### config.mk
export PLATFORM = sky130hd
export DESIGN_NAME = kamacore_hazard_unit
export DESIGN_NICKNAME = d
export VERILOG_FILES = /design/src/rtl/kamacore_hazard_unit.sv
export SDC_FILE = /design/constraint.sdc
export NUM_CORES = 1
export LEC_CHECK = 0
export ABC_AREA = 1
export BUFFER_PORTS_ARGS = -buffer_cell sky130_fd_sc_hd__clkbuf_2
export CAP_MARGIN = 20
export CELL_PAD_IN_SITES_DETAIL_PLACEMENT = 1
export CELL_PAD_IN_SITES_GLOBAL_PLACEMENT = 1
export CORE_ASPECT_RATIO = 0.5
export CORE_UTILIZATION = 36
export DETAILED_ROUTE_END_ITERATION = 16
export GPL_TIMING_DRIVEN = 0
export PLACE_DENSITY = 0.89
export SLEW_MARGIN = 20
export SYNTH_ARGS = -nofsm -noshare
export SYNTH_HDL_FRONTEND = slang
export SYNTH_SLANG_ARGS = --single-unit
### constraint.sdc
create_clock -name clk -period 3.7 [get_ports clk]
set_input_delay 0.185 -clock clk [delete_from_list [all_inputs] [get_ports clk]]
set_output_delay 0.185 -clock clk [all_outputs]
set_load 0.02 [all_outputs]
### src/rtl/kamacore_hazard_unit.sv
// Hazard detection, stall/bubble generation and operand-forward selection for the kamacore pipeline.
// Define KAMACORE_HAZARD_FORWARDING_EN to enable EX-operand forwarding; otherwise every RAW hazard stalls.
module kamacore_hazard_unit #(
  parameter int CPU_WIDTH      = 32,
  parameter int REG_ADDR_WIDTH = 5,
  parameter int MEM_TIMEOUT    = 255
) (
  input  logic                      clk,
  input  logic                      rst,
  input  logic [CPU_WIDTH-1:0]      id_instruction,
  input  logic                      id_uses_rs1,
  input  logic                      id_uses_rs2,
  input  logic [REG_ADDR_WIDTH-1:0] ex_rs1,
  input  logic [REG_ADDR_WIDTH-1:0] ex_rs2,
  input  logic [REG_ADDR_WIDTH-1:0] ex_destination_register,
  input  logic                      ex_control_write_register,
  input  logic                      ex_control_memory_read,
  input  logic [REG_ADDR_WIDTH-1:0] mem_destination_register,
  input  logic                      mem_control_write_register,
  input  logic                      mem_control_memory_read,
  input  logic                      mem_control_memory_write,
  input  logic [REG_ADDR_WIDTH-1:0] wb_destination_register,
  input  logic                      wb_control_write_register,
  input  logic                      dmem_ready,
  output logic                      hold_if,
  output logic                      hold_id,
  output logic                      hold_ex,
  output logic                      hold_mem,
  output logic                      bubble_ex,
  output logic                      bubble_wb,
  output logic [1:0]                forward_rs1_sel,
  output logic [1:0]                forward_rs2_sel,
  output logic [31:0]               stall_cycles,
  output logic                      mem_fault
);

  localparam int WAIT_W = $clog2(MEM_TIMEOUT + 1);
  localparam logic [WAIT_W-1:0] WAIT_MAX  = WAIT_W'(MEM_TIMEOUT);
  localparam logic [WAIT_W-1:0] WAIT_LAST = WAIT_W'(MEM_TIMEOUT - 1);

  typedef enum logic {
    S_RUN,
    S_MEM_WAIT
  } state_t;

  state_t              state, next_state;
  logic [WAIT_W-1:0]   wait_cnt;
  logic [REG_ADDR_WIDTH-1:0] id_rs1, id_rs2;
  logic                id_match_ex, id_match_mem, id_match_wb;
  logic                load_use, data_hazard, mem_access, mem_stall;
  logic                unused_bits;

  function automatic logic match(input logic wr, input logic [REG_ADDR_WIDTH-1:0] rd,
                                 input logic [REG_ADDR_WIDTH-1:0] r);
    return wr && (rd == r) && (r != '0);
  endfunction

  assign id_rs1 = id_instruction[15 +: REG_ADDR_WIDTH];
  assign id_rs2 = id_instruction[20 +: REG_ADDR_WIDTH];

  assign id_match_ex  = (id_uses_rs1 && match(ex_control_write_register, ex_destination_register, id_rs1)) ||
                        (id_uses_rs2 && match(ex_control_write_register, ex_destination_register, id_rs2));
  assign id_match_mem = (id_uses_rs1 && match(mem_control_write_register, mem_destination_register, id_rs1)) ||
                        (id_uses_rs2 && match(mem_control_write_register, mem_destination_register, id_rs2));
  assign id_match_wb  = (id_uses_rs1 && match(wb_control_write_register, wb_destination_register, id_rs1)) ||
                        (id_uses_rs2 && match(wb_control_write_register, wb_destination_register, id_rs2));

  assign load_use = id_match_ex && ex_control_memory_read;

`ifdef KAMACORE_HAZARD_FORWARDING_EN
  assign data_hazard = load_use;
`else
  assign data_hazard = id_match_ex || id_match_mem || id_match_wb;
`endif

  assign mem_access = mem_control_memory_read || mem_control_memory_write;
  // Stall from the very cycle an unfinished access appears; a ready in MEM_WAIT is the release cycle.
  assign mem_stall  = !dmem_ready && (mem_access || (state == S_MEM_WAIT));

  assign unused_bits = ^{id_instruction, ex_rs1, ex_rs2};

  always_comb begin
    // NOTE: every output gets a default before any branch so no path can infer a latch.
    next_state = state;
    hold_if    = 1'b0;
    hold_id    = 1'b0;
    hold_ex    = 1'b0;
    hold_mem   = 1'b0;
    bubble_ex  = 1'b0;
    bubble_wb  = 1'b0;

    unique case (state)
      S_RUN:      if (mem_access && !dmem_ready) next_state = S_MEM_WAIT;
      S_MEM_WAIT: if (dmem_ready)                next_state = S_RUN;
      default:                                   next_state = S_RUN;
    endcase

    if (mem_stall) begin
      hold_if   = 1'b1;
      hold_id   = 1'b1;
      hold_ex   = 1'b1;
      hold_mem  = 1'b1;
      bubble_wb = 1'b1;
    end else if (data_hazard) begin
      // Also evaluated in the release cycle so a pending load-use is not lost.
      hold_if   = 1'b1;
      hold_id   = 1'b1;
      bubble_ex = 1'b1;
    end
  end

`ifdef KAMACORE_HAZARD_FORWARDING_EN
  always_comb begin
    forward_rs1_sel = 2'b00;
    forward_rs2_sel = 2'b00;
    if (match(mem_control_write_register, mem_destination_register, ex_rs1))
      forward_rs1_sel = 2'b01;
    else if (match(wb_control_write_register, wb_destination_register, ex_rs1))
      forward_rs1_sel = 2'b10;
    if (match(mem_control_write_register, mem_destination_register, ex_rs2))
      forward_rs2_sel = 2'b01;
    else if (match(wb_control_write_register, wb_destination_register, ex_rs2))
      forward_rs2_sel = 2'b10;
  end
`else
  assign forward_rs1_sel = 2'b00;
  assign forward_rs2_sel = 2'b00;
`endif

  always_ff @(posedge clk) begin
    if (rst) begin
      state        <= S_RUN;
      wait_cnt     <= '0;
      stall_cycles <= '0;
      mem_fault    <= 1'b0;
    end else begin
      state <= next_state;
      if (mem_stall) begin
        if (wait_cnt != WAIT_MAX) wait_cnt <= wait_cnt + 1'b1;
        if (wait_cnt == WAIT_LAST) mem_fault <= 1'b1;
      end else begin
        wait_cnt <= '0;
      end
      if (hold_if && (stall_cycles != 32'hFFFF_FFFF)) stall_cycles <= stall_cycles + 32'd1;
    end
  end

endmodule

### Word-level counts from Yosys, hierarchy flattened

Cells that the tools add are included.

* bitwise logic cells: 2
* eq/ne operators: 9
* reductions and logical operators: 33
* add/sub/neg operators: 2
* muxes and demuxes: 7

Operator list (count)
* $add 32x1->32 const B: 1
* $ne 32x32->1 const B: 1
* $eq 5x5->1: 6
* $logic_and 1x1->1: 21
* $reduce_bool 5->1: 2
* $add 8x1->8 const B: 1
* $eq 8x8->1 const B: 1
* $ne 8x8->1 const B: 1
* $logic_or 1x1->1: 7
* $mux 1: 6
* $not 1->1: 2
* $pmux 1 s2: 1
* $reduce_and 2->1: 1
* $reduce_or 2->1: 1
* $logic_not 1->1: 1

* register bits: 42
* word-level logic and storage cells: 57
* bits of input ports: 68
* output and inout bits: 43

### Logic depth before layout (Yosys ltp)

Gate-level depths: netlist of run 1.

* depth after elaboration: 10
* depth in mapped cells: 14
* mapped depth without buffers: 13

### Worst setup path after synthesis of run 1

Ideal clock, no wire load.

* path type: flip-flop to flip-flop
* from: register stall_cycles[0]
* to: register stall_cycles[0]
* stages on the path, launching flop included: 10
* arrival time: 1890 ps
* setup slack: 1694 ps
* library setup time: 115 ps
* data required time: 3585 ps
* path buffers: 1
* path through: dfxtp_1 -> ha_1 -> nand2_1 -> nor2_2 -> nand3_2 -> nor3_2 -> nand4_2 -> clkbuf_1 -> a21oi_1 -> nor2_1

* cells in the longest elaborated chain, start to end: 2
* elaborated cells on any way between the ends: 3
* those cells by class: add/sub (1); eq/ne (1); reduce/logical (1)

RTL lines
* from (decl): line 33 `output logic [31:0] stall_cycles,`
* from (signal assigned): line 144 `if (hold_if && (stall_cycles != 32'hFFFF_FFFF)) stall_cycles <= stall_cycles + 32'd1;`
* parallel branches: the longest is 2 deep, another holds $add 32x1->32

Parallel ways; which one is timed is not known.
A chain may end at the register's enable or synchronous reset.

### Worst setup path after layout of run 1

Ends and elaborated chain as after synthesis.

==> results of run 1 <==
==> kinds of logic after synthesis <==
family	Yosys count	synth area share [%]
flops	42	27.79
fa+ha+maj	3	1.241
compound gates	51	8.602
xor+xnor	44	12.74
simple gates	275	39.66
buf+inv	64	9.843
other cells	1	0.1240
==> sequential cells by signal, indices dropped and copies added (netlist names) <==
name / cells
wait_cnt: 8
mem_fault: 1
stall_cycles: 32
state: 1
==> worst max-delay path: cells and delay by family (launching register included) <==
kind            cells  cell delay [ns]
simple gates        6             1.00
fa+ha+maj           1             0.35
buf+inv             1             0.31
flops               1             0.46
compound gates      1             0.21
==> final cells by class <==
type / instances / area [sq um]
tap: 112 / 140.1
multi-input combinational: 377 / 1898
fill: 1116 / 4355
sequential: 42 / 840.8
buffer: 22 / 140.1
clock buffer: 5 / 125.1
inverter: 42 / 157.7
clock inverter: 3 / 68.82
timing repair buffer: 72 / 360.3
==> power by group through the flow <==
stage | sequential, mW | clock, mW | combinational (mW)
after detailed placement | 0.471 | 0 | 0.159
after CTS | 0.461 | 0.590 | 0.161
after global routing | 0.462 | 0.607 | 0.178
final | 0.461 | 0.584 | 0.161
after global placement | 0.472 | 0 | 0.154
after floorplan | 0.473 | 0 | 0.0968
==> cell usage in the layout, fill, tap and decap left out, types with 3 or more instances in the layout <==
| master | synthesis | routed |
|---|---|---|
| nand2_1 | 140 | 140 |
| clkbuf_2 | 0 | 72 |
| nand3_1 | 51 | 51 |
| nor2_1 | 46 | 46 |
| inv_1 | 42 | 42 |
| dfxtp_1 | 42 | 42 |
| a21oi_1 | 38 | 38 |
| xor2_1 | 29 | 29 |
| xnor2_1 | 15 | 15 |
| nor3_1 | 14 | 14 |
| o21ai_0 | 10 | 10 |
| buf_4 | 8 | 8 |
| clkbuf_1 | 7 | 7 |
| nand4_1 | 7 | 7 |
| nor4_1 | 6 | 6 |
| clkbuf_16 | 0 | 5 |
| buf_2 | 4 | 4 |
| conb_1 | 1 | 4 |
| buf_6 | 3 | 3 |
| ha_1 | 3 | 3 |
==> layer usage <==
metal,wire (um),GRT usage (%),up-vias
met5,0,0,-
met4,164,7.558,0
met3,413,3.501,20
met2,4838,43.78,77
met1,4678,28.82,1636
li1,-,-,1697
==> worst min path at each step <==
stage / startpoint / to / slack, ns / depth (start not counted)
detailed placement: mem_fault / mem_fault / 0.44 / 2
global placement: mem_fault / mem_fault / 0.44 / 2
CTS: dmem_ready / mem_fault / 0.23 / 4
global route: dmem_ready / mem_fault / 0.28 / 4
floorplan: rst / stall_cycles[9] / 0.46 / 2
finish: dmem_ready / mem_fault / 0.23 / 4
==> reports/results.tsv, run 1 <==
stage	metric	value	unit
pwr	P_sw	0.3034	mW
critical_path	reg2reg path depth	9	
yosys	synth top area cells	dfxtp_1 28%, nand2_1 17%, nand3_1 8.4%	
die	Die Area	8797	sq um
yosys	leading area contributor after synthesis	dfxtp_1	
cells_and_area	Area Growth Syn to Fin	23.33	%
cells_and_area	Core Util, Final	46.14	%
critical_path	CP startpoint	stall_cycles[0]	
sta	Final Hold Vio Count	0	
detailed_routing	initial DRC count	166	
critical_path	CP endpoint	stall_cycles[0]	
yosys	top post-synthesis cells by count	140 x nand2_1, 51 x nand3_1, 46 x nor2_1, 42 x dfxtp_1, 42 x inv_1	
yosys	Synth cell types	29	
yosys	Post-Syn Area	3025	sq um
critical_path	nature of the critical path endpoint	flip-flop	
global_routing	first-pass GRT wire length	16590	um
yosys	Mean Syn Cell Area	6.303	sq um
cells_and_area	Nets	633	
pwr	Worst IR Drop VDD	197.1	uV
critical_path	WP data required	3.88	ns
yosys	asr flop ratio synth	0	%
sta	fmax	407.6	MHz
global_routing	largest net degree at the start of global routing	15	
sta	Slew Limit Fails	0	
pwr	post-route total power	1.207	mW
sta	PnR worst setup slack	1.247	ns
detailed_routing	Avg WL per Cell	14.95	um
pwr	Lkg Pwr	1.690	nW
die	IO Pins	111	
pwr	Combinational Power Share	13.3	%
critical_path	crit-path cells	ha_1, nand2_1, nor2_2, nand3_2, nor3_2, nand4_2, clkbuf_1, a21oi_1, nor2_1	
pwr	Flop pwr share	38.2	%
detailed_routing	antenna-violating nets left	0	
sta	unrepaired setup endpoints after global routing	false	
critical_path	WP data arrival	2.63	ns
die	Initial Util	37.41	%
clock_network	clk buf depth	2	
global_routing	vias in the first global route	3512	
yosys	Synth Instances	480	
cells_and_area	non-filler cells, final	675	
sta	setup TNS	0	ns
critical_path	Critical Path Max Stage Delay	0.46	ns
outcome	status	completed	
detailed_routing	final WL	10090	um
placed_design	hpwl dp	7605	um
yosys	Primary FF master, synth	dfxtp_1	
clock_network	clk_lat worst skew	0.29	ns
die	Die W	131.6	um
yosys	#FFs+latches synth	42	
sta	final setup violation count	0	
cells_and_area	# diodes	0	
critical_path	Slowest cell on crit path	dfxtp_1	
critical_path	Max FO, Critical Path	10	
pwr	clock power share	48.4	%
clock_network	clock buffer count from CTS	5	
clock_network	Worst-path clk slew	0.07	ns
global_routing	grt ovf	0	
global_routing	initial antenna violation count	0	
clock_network	Clock Root Buffer	clkbuf_16	
die	die span in y	66.82	um
yosys	register area share after synthesis	27.79	%
critical_path	WS Path Type	reg -> reg	
placed_design	GP Congestion	0.8664	
yosys	number of synthesized flops with an enable pin	0	
clock_network	CTS tree	done	
pwr	Power Density	323.4	nW/um^2
die	core area	8087	sq um
sta	Period minus WS final	2.453	ns
die	row count	23	
detailed_routing	DR vias	3430	
critical_path	worst reg2reg startpoint	stall_cycles[0]	
pwr	Net Sw Frac	25.15	%
hold_path	HP Class	in -> reg	
placed_design	placed cell areas	3537	sq um
sta	Fin Hold WS	0.2288	ns
placed_design	placed cells	667	
placed_design	port bufs	72	
global_routing	GRT Util Overall	23.72	%
placed_design	worst slack, placed	1.314	ns
clock_network	H-tree Lvls	2	
clock_network	hold buffer count at cts	0	
detailed_routing	residual DRC count	0	
flow_run	total of max-cap violations	0	
clock_network	Setup Buffers After CTS	0	
detailed_routing	TritonRoute pass-1 iters	4	
critical_path	FF-to-FF setup slack	1.25	ns
clock_network	clock sink count	42	
clock_network	post_cts resized	0	
critical_path	capturing point of the worst reg2reg path	stall_cycles[0]	
detailed_routing	vias per inst	5.081	
cells_and_area	final instance area	3731	sq um
pwr	internal power	0.9032	mW
yosys	Synth top area share	27.79	%
sta	worst clock skew	0.005243	ns
cells_and_area	share of cells above drive strength 1	18.65	%
sta	fin crit share	66.30	%
yosys	count leader, synth	nand2_1	
yosys	Synth warnings	0	
critical_path	Critical Path Start Type	flip-flop	
Note: power is estimated with default switching activity, not from simulation.
==> run 2, diff against run 1 <==
CORE_UTILIZATION = 34   (was 36)
PLACE_DENSITY = 0.85   (was 0.89)
clock period = 2.5 ns   (was 3.7 ns; I/O delays follow)
==> reports/results.tsv, run 2 (synthesis results as in run 1) <==
stage	metric	value	unit	change
sta	fin crit share	91.86	%	+26 points
cells_and_area	fillers	1155		+3.5%
flow_run	total of max-cap violations	0		unchanged
critical_path	most frequent CP cell	nand2_1		
placed_design	port bufs	72		unchanged
critical_path	Critical Path Start Type	flip-flop		
detailed_routing	residual DRC count	0		unchanged
sta	Period minus WS final	2.297	ns	-0.1566 ns
sta	PnR worst setup slack	0.2034	ns	-1.043 ns
cells_and_area	share of cells above drive strength 1	19.18	%	+0.53 points
sta	Fin Hold WS	0.1774	ns	-0.05138 ns
clock_network	Worst-path clk slew	0.06	ns	about the same
critical_path	Buf+Inv Stages, Crit Path	1		unchanged
sta	worst clock skew	0.003568	ns	-0.001675 ns
critical_path	Max FO, Critical Path	10		unchanged
detailed_routing	vias per inst	5.062		-0.38%
global_routing	grt ovf	0		unchanged
critical_path	WP data arrival	2.50	ns	-0.13 ns
pwr	Lkg Pwr	1.671	nW	-1.1%
die	core area	8317	sq um	+2.8%
clock_network	clk_lat worst skew	0.28	ns	about the same
cells_and_area	multi-input logic area	1901	sq um	+0.13%
die	Die Area	9302	sq um	+5.8%
critical_path	WP data required	2.70	ns	-1.18 ns
critical_path	Critical Path Max Stage Delay	0.46	ns	about the same
cells_and_area	Seq. cell area	840.8	sq um	unchanged
critical_path	crit-path cells	ha_2, nand2_1, nor2_2, nand3_2, nor3_2, nand4_2, nand2_2, buf_6, nand2_1, a21oi_1		
clock_network	hold buffer count at cts	0		unchanged
clock_network	clk buf depth	2		unchanged
placed_design	placed cell areas	3537	sq um	unchanged
clock_network	Clock Root Buffer	clkbuf_16		
global_routing	GRT Util Overall	22.12	%	-1.6 points
cells_and_area	Nets	633		unchanged
placed_design	GP Congestion	0.8545		-1.4%
placed_design	worst slack, placed	0.1261	ns	-1.188 ns
die	IO Pins	111		unchanged
die	die span in y	68.70	um	+2.8%
sta	fmax	435.4	MHz	+6.8%
outcome	status	completed		
clock_network	clock buffer count from CTS	5		unchanged
sta	unrepaired setup endpoints after global routing	false		
sta	final setup violation count	0		unchanged
global_routing	largest net degree at the start of global routing	14		-1
detailed_routing	DR vias	3417		-0.38%
clock_network	H-tree Lvls	2		unchanged
clock_network	CTS tree	done		
sta	setup TNS	0	ns	unchanged
cells_and_area	# diodes	0		unchanged
detailed_routing	final WL	9837	um	-2.5%
cells_and_area	final instance area	3694	sq um	-1.0%
cells_and_area	max reg flops	32		unchanged
detailed_routing	antenna-violating nets left	0		unchanged
hold_path	HP Class	in -> reg		
critical_path	nature of the critical path endpoint	flip-flop		
critical_path	Worst path top cell family by delay	simple AND/OR/NAND/NOR gates		
cells_and_area	commonest non-fill, non-tap cell in the layout	nand2_1		
sta	Final Hold Vio Count	0		unchanged
detailed_routing	Avg WL per Cell	14.57	um	-2.5%
global_routing	vias in the first global route	3382		-3.7%
cells_and_area	most frequent cells in the layout	140 x nand2_1, 74 x clkbuf_2, 51 x nand3_1		
die	Die W	135.4	um	+2.9%
cells_and_area	Area Growth Syn to Fin	22.08	%	
clock_network	clock sink count	42		unchanged
global_routing	first-pass GRT wire length	16210	um	-2.3%
clock_network	Setup Buffers After CTS	0		unchanged
detailed_routing	initial DRC count	152		-8.4%
global_routing	initial antenna violation count	0		unchanged
die	Initial Util	36.38	%	-1.0 points
critical_path	WS Path Type	reg -> reg		
pwr	Worst IR Drop VDD	295.8	uV	+50%
critical_path	Slowest cell on crit path	dfxtp_1		
pwr	Power Density	430.7	nW/um^2	+33%
die	row count	23		unchanged
cells_and_area	Biggest register	stall_cycles		
placed_design	hpwl dp	7709	um	+1.4%
detailed_routing	TritonRoute pass-1 iters	4		unchanged
cells_and_area	top flop regs	stall_cycles (32), wait_cnt (8)		
sta	Slew Limit Fails	0		unchanged
==> run 2: area by class of cell <==
class / count / share of cell area, %
Timing Repair Buffer: 72 / 9.756
Sequential cell: 42 / 22.76
Buffer: 22 / 3.862
Clock buffer: 6 / 3.760
Clock inverter: 2 / 0.3388
Inverter: 42 / 4.268
Multi-Input combinational cell: 377 / 51.46
Tap cell: 112 / 3.794
==> run 2: worst paths after layout <==
kind	slack [ns]	cells past startpoint	from	endpoint
hold reg to reg	0.45	2	mem_fault	mem_fault
setup / recovery	0.20	10	stall_cycles[0]	stall_cycles[30]
hold / removal	0.18	4	dmem_ready	mem_fault
setup reg to reg	0.20	10	stall_cycles[0]	stall_cycles[30]
==> run 2: repair_timing <==
action                                 4_1_cts  5_1_grt
setup endpoints to repair                    0       30
endpoints found under the hold margin        0        0
gates resized for setup                      0        5
==> run 2: through the flow <==
stage	util (%)	total power, mW	cells
2_1_floorplan	-	0.8432	483
3_3_place_gp	42.53	0.9273	667
3_5_place_dp	42.53	0.9345	667
4_1_cts	44.35	1.598	675
5_1_grt	44.41	1.650	675
6_report	44.41	1.591	675
==> run 2: power breakdown <==
part / leakage, nW / total, mW / internal, mW / switching (mW)
clock: 0.0729 / 0.670 / 0.396 / 0.274
combinational: 1.26 / 0.237 / 0.0876 / 0.150
sequential: 0.339 / 0.683 / 0.675 / 0.00834
==> run 2: metal layers <==
layer,wire (um),track usage [%]
met5,0,0
met4,120,4.916
met3,445,2.778
met2,4570,41.47
met1,4701,27.62
==> run 2: tightest hold or removal path: cells and delay by family <==
family / cells / cell delay (ns)
and+or+nand+nor: 2 / 0.16
buffers and inverters: 1 / 0.07
AOI/OAI and AO/OA: 1 / 0.05
